==> config.mk <==
export PLATFORM = sky130hd
export DESIGN_NAME = frog_move_generator
export DESIGN_NICKNAME = d
export VERILOG_FILES = /design/src/rtl/frog_pkg.sv /design/src/rtl/key_debounce.sv /design/src/rtl/frog_move_generator.sv
export SDC_FILE = /design/constraint.sdc
export NUM_CORES = 1
export LEC_CHECK = 0
export ABC_AREA = 1
export CAP_MARGIN = 20
export CELL_PAD_IN_SITES_DETAIL_PLACEMENT = 1
export CELL_PAD_IN_SITES_GLOBAL_PLACEMENT = 1
export CORE_ASPECT_RATIO = 1.75
export CORE_MARGIN = 2
export CORE_UTILIZATION = 37
export CTS_CLUSTER_DIAMETER = 40
export DETAILED_ROUTE_END_ITERATION = 10
export HOLD_SLACK_MARGIN = 0.12
export MAX_ROUTING_LAYER = met4
export PLACE_DENSITY_LB_ADDON = 0.1
export SYNTH_ARGS = -nofsm -noshare
export SYNTH_HDL_FRONTEND = slang
export SYNTH_HIERARCHICAL = 1
export SYNTH_SLANG_ARGS = --single-unit
==> constraint.sdc <==
create_clock -name clk -period 1.9 [get_ports clk]
set_input_delay 0.285 -clock clk [delete_from_list [all_inputs] [get_ports clk]]
set_output_delay 0.285 -clock clk [all_outputs]
set_load 0.01 [all_outputs]
==> src/rtl/frog_pkg.sv <==
// Shared types for the frog move path: direction codes, key indices and the
// move-generator FSM states, plus small helpers for direction encoding.
package frog_pkg;

    typedef enum logic [2:0] {DIR_NONE, DIR_RIGHT, DIR_UP, DIR_DOWN, DIR_LEFT} dir_t;

    typedef enum logic [1:0] {IDLE, HOLD, REPEAT, WAIT} mg_state_t;

    localparam int KEY_RIGHT = 0;
    localparam int KEY_UP    = 1;
    localparam int KEY_DOWN  = 2;
    localparam int KEY_LEFT  = 3;
    localparam int NUM_KEYS  = 4;

    // Fixed priority Right > Up > Down > Left, matching the tracker.
    function automatic dir_t pick_dir(input logic [3:0] rise);
        dir_t d;
        d = DIR_NONE;
        if (rise[KEY_RIGHT])     d = DIR_RIGHT;
        else if (rise[KEY_UP])   d = DIR_UP;
        else if (rise[KEY_DOWN]) d = DIR_DOWN;
        else if (rise[KEY_LEFT]) d = DIR_LEFT;
        return d;
    endfunction

    function automatic logic [3:0] dir_onehot(input dir_t d);
        logic [3:0] v;
        v = '0;
        case (d)
            DIR_RIGHT: v[KEY_RIGHT] = 1'b1;
            DIR_UP:    v[KEY_UP]    = 1'b1;
            DIR_DOWN:  v[KEY_DOWN]  = 1'b1;
            DIR_LEFT:  v[KEY_LEFT]  = 1'b1;
            default:   v = '0;
        endcase
        return v;
    endfunction

    function automatic logic [1:0] dir_key(input dir_t d);
        logic [2:0] t;
        t = d - 3'd1;
        return t[1:0];
    endfunction

endpackage

==> src/rtl/key_debounce.sv <==
// One push-button conditioner: active-low raw key -> two-flop synchroniser ->
// counter debounce. Exposes the synchronised sample and the debounced level.
module key_debounce #(
    parameter int DEBOUNCE_CYCLES = 4
) (
    input  logic clk,
    input  logic reset,
    input  logic key_n,
    output logic synced,
    output logic stable
);

    localparam int CW = (DEBOUNCE_CYCLES < 2) ? 1 : $clog2(DEBOUNCE_CYCLES);

    logic          sync1_reg;
    logic          sync2_reg;
    logic          stable_reg;
    logic [CW-1:0] cnt_reg;

    always_ff @(posedge clk or posedge reset) begin
        if (reset) begin
            sync1_reg  <= 1'b0;
            sync2_reg  <= 1'b0;
            stable_reg <= 1'b0;
            cnt_reg    <= '0;
        end else begin
            sync1_reg <= ~key_n;
            sync2_reg <= sync1_reg;
            if (sync2_reg != stable_reg) begin
                if (cnt_reg == CW'(DEBOUNCE_CYCLES - 1)) begin
                    stable_reg <= sync2_reg;
                    cnt_reg    <= '0;
                end else begin
                    cnt_reg <= cnt_reg + 1'b1;
                end
            end else begin
                cnt_reg <= '0;
            end
        end
    end

    assign synced = sync2_reg;
    assign stable = stable_reg;

endmodule

==> src/rtl/frog_move_generator.sv <==
// Turns four raw push-buttons into single-cycle, mutually exclusive move pulses
// with press-edge detection, priority arbitration and hold-to-auto-repeat.
module frog_move_generator
    import frog_pkg::*;
#(
    parameter int DEBOUNCE_CYCLES = 4,
    parameter int REPEAT_DELAY    = 8,
    parameter int REPEAT_RATE     = 3
) (
    input  logic       clk,
    input  logic       reset,
    input  logic [3:0] key_n,
    input  logic       enable,
    output logic       Right,
    output logic       Up,
    output logic       Down,
    output logic       Left,
    output logic [7:0] move_count
);

    localparam int RPT_MAX   = (REPEAT_DELAY > REPEAT_RATE) ? REPEAT_DELAY : REPEAT_RATE;
    localparam int RPT_W     = (RPT_MAX < 2) ? 1 : $clog2(RPT_MAX);
    localparam int HOLD_LAST = (REPEAT_DELAY > 0) ? REPEAT_DELAY - 1 : 0;
    localparam int RATE_LAST = (REPEAT_RATE > 0) ? REPEAT_RATE - 1 : 0;

    logic [NUM_KEYS-1:0] synced;
    logic [NUM_KEYS-1:0] stable;
    logic [NUM_KEYS-1:0] stable_d_reg;
    logic [NUM_KEYS-1:0] armed_reg;
    logic [NUM_KEYS-1:0] rise_reg;
    logic [1:0]          warm_reg;

    mg_state_t           state_reg, state_next;
    dir_t                dir_reg, dir_next;
    logic [RPT_W-1:0]    rpt_reg, rpt_next;
    logic                issue;
    logic [NUM_KEYS-1:0] pulse_reg, pulse_next;
    logic [7:0]          move_count_reg;
    logic                held;

    for (genvar gi = 0; gi < NUM_KEYS; gi++) begin : g_key
        key_debounce #(.DEBOUNCE_CYCLES(DEBOUNCE_CYCLES)) u_debounce (
            .clk    (clk),
            .reset  (reset),
            .key_n  (key_n[gi]),
            .synced (synced[gi]),
            .stable (stable[gi])
        );
    end

    // A key only arms once the synchroniser has filled and shows it released,
    // so a button held through reset never produces a press edge.
    always_ff @(posedge clk or posedge reset) begin
        if (reset) begin
            warm_reg     <= 2'd0;
            armed_reg    <= '0;
            stable_d_reg <= '0;
            rise_reg     <= '0;
        end else begin
            if (warm_reg != 2'd2) warm_reg <= warm_reg + 2'd1;
            armed_reg    <= armed_reg | ({NUM_KEYS{warm_reg == 2'd2}} & ~synced);
            stable_d_reg <= stable;
            rise_reg     <= stable & ~stable_d_reg & armed_reg;
        end
    end

    always_ff @(posedge clk or posedge reset) begin
        if (reset) begin
            state_reg      <= IDLE;
            dir_reg        <= DIR_NONE;
            rpt_reg        <= '0;
            pulse_reg      <= '0;
            move_count_reg <= 8'd0;
        end else begin
            state_reg <= state_next;
            dir_reg   <= dir_next;
            rpt_reg   <= rpt_next;
            pulse_reg <= pulse_next;
            if (|pulse_reg) move_count_reg <= move_count_reg + 8'd1;
        end
    end

    assign held = stable[dir_key(dir_reg)];

    always_comb begin
        state_next = state_reg;
        dir_next   = dir_reg;
        rpt_next   = rpt_reg;
        issue      = 1'b0;
        if (!enable) begin
            state_next = IDLE;
            dir_next   = DIR_NONE;
            rpt_next   = '0;
        end else begin
            case (state_reg)
                IDLE: begin
                    if (|rise_reg) begin
                        dir_next   = pick_dir(rise_reg);
                        issue      = 1'b1;
                        rpt_next   = '0;
                        state_next = (REPEAT_DELAY > 0) ? HOLD : WAIT;
                    end
                end
                HOLD: begin
                    if (!held) begin
                        state_next = IDLE;
                        rpt_next   = '0;
                    end else if (rpt_reg == RPT_W'(HOLD_LAST)) begin
                        issue      = 1'b1;
                        rpt_next   = '0;
                        state_next = REPEAT;
                    end else begin
                        rpt_next = rpt_reg + 1'b1;
                    end
                end
                REPEAT: begin
                    if (!held) begin
                        state_next = IDLE;
                        rpt_next   = '0;
                    end else if (rpt_reg == RPT_W'(RATE_LAST)) begin
                        issue    = 1'b1;
                        rpt_next = '0;
                    end else begin
                        rpt_next = rpt_reg + 1'b1;
                    end
                end
                WAIT: begin
                    if (!held) state_next = IDLE;
                end
                default: state_next = IDLE;
            endcase
        end
    end

    always_comb begin
        pulse_next = issue ? dir_onehot(dir_next) : '0;
    end

    assign Right      = pulse_reg[KEY_RIGHT];
    assign Up         = pulse_reg[KEY_UP];
    assign Down       = pulse_reg[KEY_DOWN];
    assign Left       = pulse_reg[KEY_LEFT];
    assign move_count = move_count_reg;

endmodule

-- Word-level counts from Yosys, hierarchy flattened
Index checks and enable logic that the tools add are counted.
- input bits: 7
- register bits: 54
- word-level logic and storage cells: 119
- output and inout bits: 12
- equal/unequal tests: 23
- $lt $le $gt $ge: 1
- bitwise operators: 10
- mux-type cells: 42
- reduce and logical (&&, ||, !) cells: 10
- $add $sub $neg: 8
- operator list (cell ; count):
    $mux W3 ; 13
    $mux W2 ; 13
    $eq A2 B2 Y1 const B ; 7
    $and A4 B4 Y4 ; 3
    $mux W1 ; 11
    $add A2 B1 Y2 const B ; 5
    $reduce_and A2 Y1 ; 5
    $eq A3 B2 Y1 const B ; 3
    $pmux W3 S3 ; 1
    $add A8 B1 Y8 const B ; 1
    $not A4 Y4 ; 2
    $reduce_or A4 Y1 ; 2
    $eq A3 B3 Y1 const B ; 2
    $ne A3 B3 Y1 const B ; 2
    $pmux W2 S3 ; 1
    $mux W4 ; 1
    $ne A1 B1 Y1 ; 4
    $ne A4 B1 Y1 const B ; 1
    $ne A4 B4 Y1 const B ; 1
    $not A1 Y1 ; 4
    $or A4 B4 Y4 ; 1
    $add A3 B1 Y3 const B ; 1
    $eq A3 B1 Y1 const B ; 1
    $lt A2 B3 Y1 const B ; 1
    other kinds (8) ; 8

-- Logic depth before layout (Yosys ltp)
Gate-level depths: netlist of the first run.
- depth in word-level cells: 10
- depth in mapped cells: 10
- mapped depth without buffers: 10

-- Modules after synthesis
The synthesis of the first run kept the hierarchy.
- by module, submodules not included (module ; area each (um2) ; cells an instance ; instances):
    frog_move_generator ; 1665.3 ; 189 ; 1
    key_debounce ; 190.2 ; 19 ; 4

-- Worst setup path before layout of the first run
No wires, ideal clock.
- path kind: register to register
- start point: register state_reg[1]
- end point: register rpt_reg[2]
- required time: 1.781 ns
- setup time: 0.119 ns
- slack: 0.546 ns
- arrival: 1.235 ns
- cell stages (with the launch flop): 10
- cell sequence: dfrtp_1 inv_1 ha_1 nand2_2 inv_2 nand3_4 o21ai_2 inv_2 nand3_1 o21ai_2
- longest elaborated chain between the ends: 3
- elaborated cells on any way between the ends: 8
- RTL lines (element ; line ; RTL):
    start: declaration ; frog_move_generator.sv:33 ; mg_state_t state_reg, state_next;
    start signal: assignment ; frog_move_generator.sv:75 ; state_reg <= state_next;
    $eq A2 B2 Y1 (tied with other cells) ; frog_move_generator.sv:95 ; case (state_reg)
    $pmux W3 S3 (tied with other cells) ; frog_move_generator.sv:95 ;
    $mux W3 or $reduce_and A2 Y1 (tied branches) ; -- ;
    end signal: assignment ; frog_move_generator.sv:77 ; rpt_reg <= rpt_next;
    end: declaration ; frog_move_generator.sv:35 ; logic [RPT_W-1:0] rpt_reg, rpt_next;
Several ways; a longest one is shown, not always the timed one.
A chain may end at the register's enable or synchronous reset.

-- Final worst setup path of the first run
- start point: register move_count_reg[4] (netlist: move_count[4])
- end point: output port move_count[4]
- RTL lines (element ; line ; RTL):
    start: declaration ; frog_move_generator.sv:38 ; logic [7:0] move_count_reg;
    start signal: assignment ; frog_move_generator.sv:79 ; if (|pulse_reg) move_count_reg <= move_count_reg + 8'd1;
    end: declaration ; frog_move_generator.sv:18 ; output logic [7:0] move_count
No word-level cell between the ends.

==> metrics.md, run 1 <==
| Metric | Value |
|---|---|
| CP arrival | 1.30 ns |
| Layout cells sized above 1 | 8.56% |
| Violation count after the first detailed-routing iteration | 46 |
| Worst Skew | 0.00424 ns |
| WL met3 | 73 µm |
| Syn Area/Cell | 9.16 µm² |
| Critical Path End Type | output pin |
| RR Endpoint | rpt_reg[2]$_DFFE_PP0P_ |
| Longest Clk Path Bufs | 2 |
| Final ANT Viol Nets | 0 |
| Worst slew margin | 71.3% |
| PwrDens | 1340 mW/mm² |
| H-tree Lvls | 2 |
| Worst r2r path cells | 9 |
| Slew @ Worst Pin | 0.430 ns |
| Total of max-cap violations | 0 |
| Leading register cell type out of synthesis | dfrtp_1 |
| Post-DP HPWL | 3410 µm |
| Sw frac | 34.1% |
| Width of the die | 65.2 µm |
| Starting Density | 37.7% |
| Clock slew at reported path FFs | 0.07 ns |
| Synth-to-Final Area Change | 18.7% |
| FMAX | 0.629 GHz |
| CTS tree | yes |
| Vias per Instance | 4.49 |
| Worst-Skew Late Latency | 0.28 ns |
| Slowest cell on the critical path | clkdlybuf4s50_1 |
| Grt total ovfl | 0 |
| Port bufs | 18 |
| Critical Path RT | 1.62 ns |
| Fill cells | 763 |
| P_int | 2.54 mW |
| Met2 WL | 2520 µm |
| Post-Syn Instances | 265 |
| # setup viols final | 0 |
| Top Layer Used | met4 |
| RSZ-0062 raised after global routing | false |
| Syn. warnings | 6 |
| Area fraction of the dominant cell type after synthesis | 55.7% |
| EDFF count, synth | 0 |
| R2R Setup Slk | 0.35 ns |
| Sequential share of power | 42.7% |
| Worst r2r src | state_reg[1]$_DFFE_PP0P_ |
| Leak Pwr | 1.51 nW |
| Total die area | 0.00725 mm² |
| Run status | finished clean |
| Global-route wire length before repair | 7910 µm |
| Hold Vio Cnt, Final | 0 |
| Core ar. | 0.00644 mm² |
| Die H | 111 µm |
| GRT Overall Usage | 14.2% |
| Number of CTS-inserted buffers | 5 |
| Crit-path cells | clkdlybuf4s50_1 |
| Post-CTS sizing | 0 |
| Post-synthesis sequential area ratio | 55.7% |
| Total Wirelength | 4290 µm |
| Worst-path fanout max | 6 |
| Drt pass-1 iters | 4 |
| CTS Root Cell | clkbuf_16 |
| Placer Congestion | 0.724 |
| NetSw | 1.31 mW |
| Post CTS Setup Buffer Count | 0 |
| Routed len/inst | 11.5 µm |
| Row Count | 39 |
| Clock group share of total power | 26.2% |
| Period utilization | 83.6% |
| Drt drc | 0 |
| Antenna Cells | 0 |
| Synth Register Bits | 54 |
| Crit path kind | reg2out |
| Setup TNS | 0 ns |
| Post-synthesis net count | 286 |
| Min-Delay Path Class | in2async |
| Worst vdd ir | 0.589 mV |
| Top cells by area, synth | dfrtp_1 56%, nand2_1 9.0%, inv_1 7.9%, ha_1 7.2%, nor2_1 3.4% |
| Crit start category | flop |
| Final net count | 312 |
| Pwr Total | 3.85 mW |
| Ports | 19 |
| Logic gate share of total power | 31.1% |
| Yosys top cell by area | dfrtp_1 |
| TritonCTS Sinks | 54 |
| Synth async-reset ratio | 100% |
| Initial antenna violation count | 0 |
| Fin. max-slew vios | 0 |
| Vias in the first global route | 1892 |
| Post-synth top cells | 58 x nand2_1, 54 x dfrtp_1, 51 x inv_1, 22 x nor2_1, 14 x ha_1 |
| Tmin final | 1.59 ns |
| Post-synth cell types | 24 |
| Post-Syn Area | 0.00243 mm² |
| Most common cell in the netlist | nand2_1 |
| Slowest stage delay, CP | 0.57 ns |
| Hold Buf Count CTS | 0 |
| Crit path max-delay family | buffers and inverters |
| Via count | 1678 |
| CP Buf/Inv Count | 1 |
| Largest net degree at the start of global routing | 35 |
| M1 WL | 1650 µm |
==> power groups by stage <==
stage	combinational, mW	sequential, mW	clock [mW]
2_1_floorplan	0.873	1.64	0
3_3_place_gp	1.20	1.66	0
3_5_place_dp	1.22	1.67	0
4_1_cts	1.24	1.66	1.03
5_1_grt	1.41	1.69	1.09
6_report	1.20	1.64	1.01
==> stage by stage <==
step / setup slack (ns) / std cells / cell area [µm²] / util (%) / hold slack, ns
floorplan: 0.546 / 265 / 2430 / - / 0.0635
global placement: 0.303 / 366 / 2720 / 42.2 / 0.332
detailed placement: 0.274 / 366 / 2720 / 42.2 / 0.336
CTS: 0.300 / 374 / 2880 / 44.7 / 0.352
global route: 0.217 / 374 / 2880 / 44.7 / 0.357
finish: 0.311 / 374 / 2880 / 44.7 / 0.344
==> cells by family after synthesis <==
logic type / share of synthesized area [%]
fa+ha+maj: 7.22
flops: 55.7
simple gates: 20.5
buf+inv: 8.82
xor+xnor: 2.17
compound gates: 5.16
mux: 0.464
==> layer usage <==
metal | vias to the layer above | GRT usage, %
li1 | 848 | -
met1 | 812 | 14.0
met2 | 14 | 27.1
met3 | 4 | 2.13
met4 | 0 | 4.58
met5 | - | -
==> worst max path at each step <==
| stage | startpoint | endpoint | slack, ns | depth (start not counted) |
|---|---|---|---|---|
| after floorplan | state_reg[1]$_DFFE_PP0P_ | rpt_reg[2]$_DFFE_PP0P_ | 0.55 | 9 |
| after global placement | enable | rpt_reg[2]$_DFFE_PP0P_ | 0.30 | 8 |
| after detailed placement | enable | rpt_reg[2]$_DFFE_PP0P_ | 0.27 | 8 |
| after CTS | move_count[4]$_DFFE_PP0P_ | move_count[4] | 0.30 | 1 |
| after global routing | state_reg[1]$_DFFE_PP0P_ | rpt_reg[0]$_DFFE_PP0P_ | 0.22 | 9 |
| final | move_count[4]$_DFFE_PP0P_ | move_count[4] | 0.31 | 1 |
==> final cells by class <==
class                   instances  area, µm²  share of cell area (%)
repair buffers                 20        195                    6.78
inverters                      55        206                    7.17
flip-flops and latches         54       1350                    46.9
clock buffers                   7        133                    4.61
well taps                      82        103                    3.56
clock inverters                 1       30.0                    1.04
multi-input cells             155        861                    29.9
==> placed cells by master (no fill, tap or decap), drive strengths merged <==
cell and instances:
nand3 14, xor2 3, clkbuf 7, a21oi 6, mux2 1, nor2 26
o21ai 16, clkdlybuf4s50 18, nor3 4, inv 55, nand2 61, nand4 2
xnor2 3, bufinv 1, or2 4, nand3b 1, buf 2, ha 14
dfrtp 54
Power figures use the tool's default switching activity.
==> inputs of run 2 (changes only) <==
clock period = 1.6 ns   (was 1.9 ns; I/O delays follow)
==> metrics.md, run 2 (synthesis gave the netlist of run 1 again) <==
| Metric | Value |
|---|---|
| Setup TNS | 0 ns |
| Routed len/inst | 11.3 µm |
| Drt pass-1 iters | 4 |
| Synth-to-Final Area Change | 20.0% |
| Commonest non-fill, non-tap cell in the layout | nand2_1 |
| TritonCTS Sinks | 54 |
| Slowest stage delay, CP | 0.57 ns |
| Run status | finished clean |
| Post CTS Setup Buffer Count | 0 |
| Placer Congestion | 0.731 |
| Worst-path fanout max | 5 |
| Clock group share of total power | 24.5% |
| Core ar. | 0.00644 mm² |
| Met3 Use GR | 3.05% |
| Total die area | 0.00725 mm² |
| Total of max-cap violations | 0 |
| Critical Path End Type | output pin |
| CP Buf/Inv Count | 1 |
| Area of all placed cells without fillers | 0.00291 mm² |
| Clock slew at reported path FFs | 0.07 ns |
| Worst setup margin | 0.0834 ns |
| Crit path kind | reg2out |
| Fill cells | 771 |
| GRT busiest layer | met2 |
| H-tree Lvls | 2 |
| CTS Root Cell | clkbuf_16 |
| Critical Path RT | 1.36 ns |
| Placed Area | 0.00275 mm² |
| DP Cell Count | 369 |
| Via count | 1690 |
| Global-route wire length before repair | 8000 µm |
| Pre-CTS setup slack | 0.0218 ns |
| Port bufs | 18 |
| GRT Overall Usage | 14.4% |
| Crit path max-delay family | buffers and inverters |
| Ports | 19 |
| Final std cells w/o fill | 377 |
| Die H | 111 µm |
| Most frequent cells in the layout | 58 x nand2_1, 53 x dfrtp_1, 51 x inv_1 |
| RSZ-0062 raised after global routing | false |
| P_int | 2.94 mW |
| Vias per Instance | 4.48 |
| Worst Skew | 0.00465 ns |
| PwrDens | 1550 mW/mm² |
| M1 GR Usage | 14.4% |
| Total Wirelength | 4270 µm |
| CTS tree | yes |
| Hold_ws | 0.315 ns |
| Global-route track usage on met2 | 27.1% |
| Antenna Cells | 0 |
| Sequential share of power | 42.9% |
| Largest net degree at the start of global routing | 35 |
| Vias in the first global route | 1890 |
| Final ANT Viol Nets | 0 |
| Min-Delay Path Class | in2async |
| Initial antenna violation count | 0 |
| # setup viols final | 0 |
| Row Count | 39 |
| Period utilization | 94.8% |
| Crit start category | flop |
| FMAX | 0.659 GHz |
| Worst vdd ir | 0.766 mV |
| Worst slew margin | 82.8% |
| Violation count after the first detailed-routing iteration | 68 |
| Final net count | 315 |
| Sw frac | 34.9% |
| Logic gate share of total power | 32.6% |
| Crit-path cells | clkdlybuf4s50_1 |
| Fin. max-slew vios | 0 |
| Drt drc | 0 |
| Layout cells sized above 1 | 10.8% |
| CP arrival | 1.28 ns |
| Starting Density | 37.7% |
| Number of CTS-inserted buffers | 5 |
| Worst-Skew Late Latency | 0.28 ns |
| Slew @ Worst Pin | 0.258 ns |
| NetSw | 1.57 mW |
| Width of the die | 65.2 µm |
| Slowest cell on the critical path | clkdlybuf4s50_1 |
| Longest Clk Path Bufs | 2 |
| Hold Vio Cnt, Final | 0 |
| Post-DP HPWL | 3450 µm |
| Tmin final | 1.52 ns |
| Leak Pwr | 1.52 nW |
| Grt total ovfl | 0 |
[run 2: area by class of cell]
| class | instances | area [µm²] | share of cell area (%) |
|---|---|---|---|
| multi-input cells | 155 | 863 | 29.7 |
| clock inverters | 2 | 16.3 | 0.559 |
| clock buffers | 6 | 139 | 4.77 |
| inverters | 55 | 206 | 7.09 |
| flip-flops and latches | 54 | 1350 | 46.5 |
| repair buffers | 23 | 230 | 7.91 |
| well taps | 82 | 103 | 3.53 |
[run 2: what timing repair did]
| action | in CTS | in global routing |
|---|---|---|
| resized for setup | 0 | 2 |
| setup endpoints to repair | 0 | 8 |
| hold buffers | 0 | 0 |
[run 2: power by group through the flow]
stage	sequential, mW	combinational [mW]	clock (mW)
6_report	1.94	1.47	1.10
5_1_grt	1.99	1.74	1.20
4_1_cts	1.95	1.52	1.16
2_1_floorplan	1.94	1.04	0
3_3_place_gp	1.96	1.48	0
3_5_place_dp	1.98	1.51	0
[run 2: per-layer routing]
layer	wire length [µm]	part of all wire, %
met3	92	2.2
met4	29	0.68
met2	2520	59
met1	1620	38
met5	0	0
[run 2: through the flow]
stage / power [mW] / util, %
2_1_floorplan: 2.98 / -
3_3_place_gp: 3.44 / 42.7
3_5_place_dp: 3.48 / 42.7
4_1_cts: 4.63 / 45.1
5_1_grt: 4.93 / 45.2
6_report: 4.52 / 45.2
[run 2: worst paths after layout]
check                                                        startpoint                                      end  cells past startpoint  slack (ns)
worst max-delay path                          move_count[5]$_DFFE_PP0P_                            move_count[5]                      1        0.08
worst min-delay path                                              reset  g_key[0].u_debounce/sync1_reg$_DFF_PP0_                      2        0.32
worst max register to register                   rpt_reg[0]$_DFFE_PP0P_                   pulse_reg[2]$_DFF_PP0_                      8        0.11
worst min register to register  g_key[3].u_debounce/sync1_reg$_DFF_PP0_     g_key[3].u_debounce/synced$_DFF_PP0_                      0        0.35
max in group asynchronous                                         reset                move_count[4]$_DFFE_PP0P_                      3        0.94
min in group clk                g_key[3].u_debounce/sync1_reg$_DFF_PP0_     g_key[3].u_debounce/synced$_DFF_PP0_                      0        0.35
==> inputs of run 3 (changes only) <==
SKIP_LAST_GASP = 1   (was not set)
==> results of run 3 <==
Same layout as run 2: the final DEF is identical, and so are final timing and power.
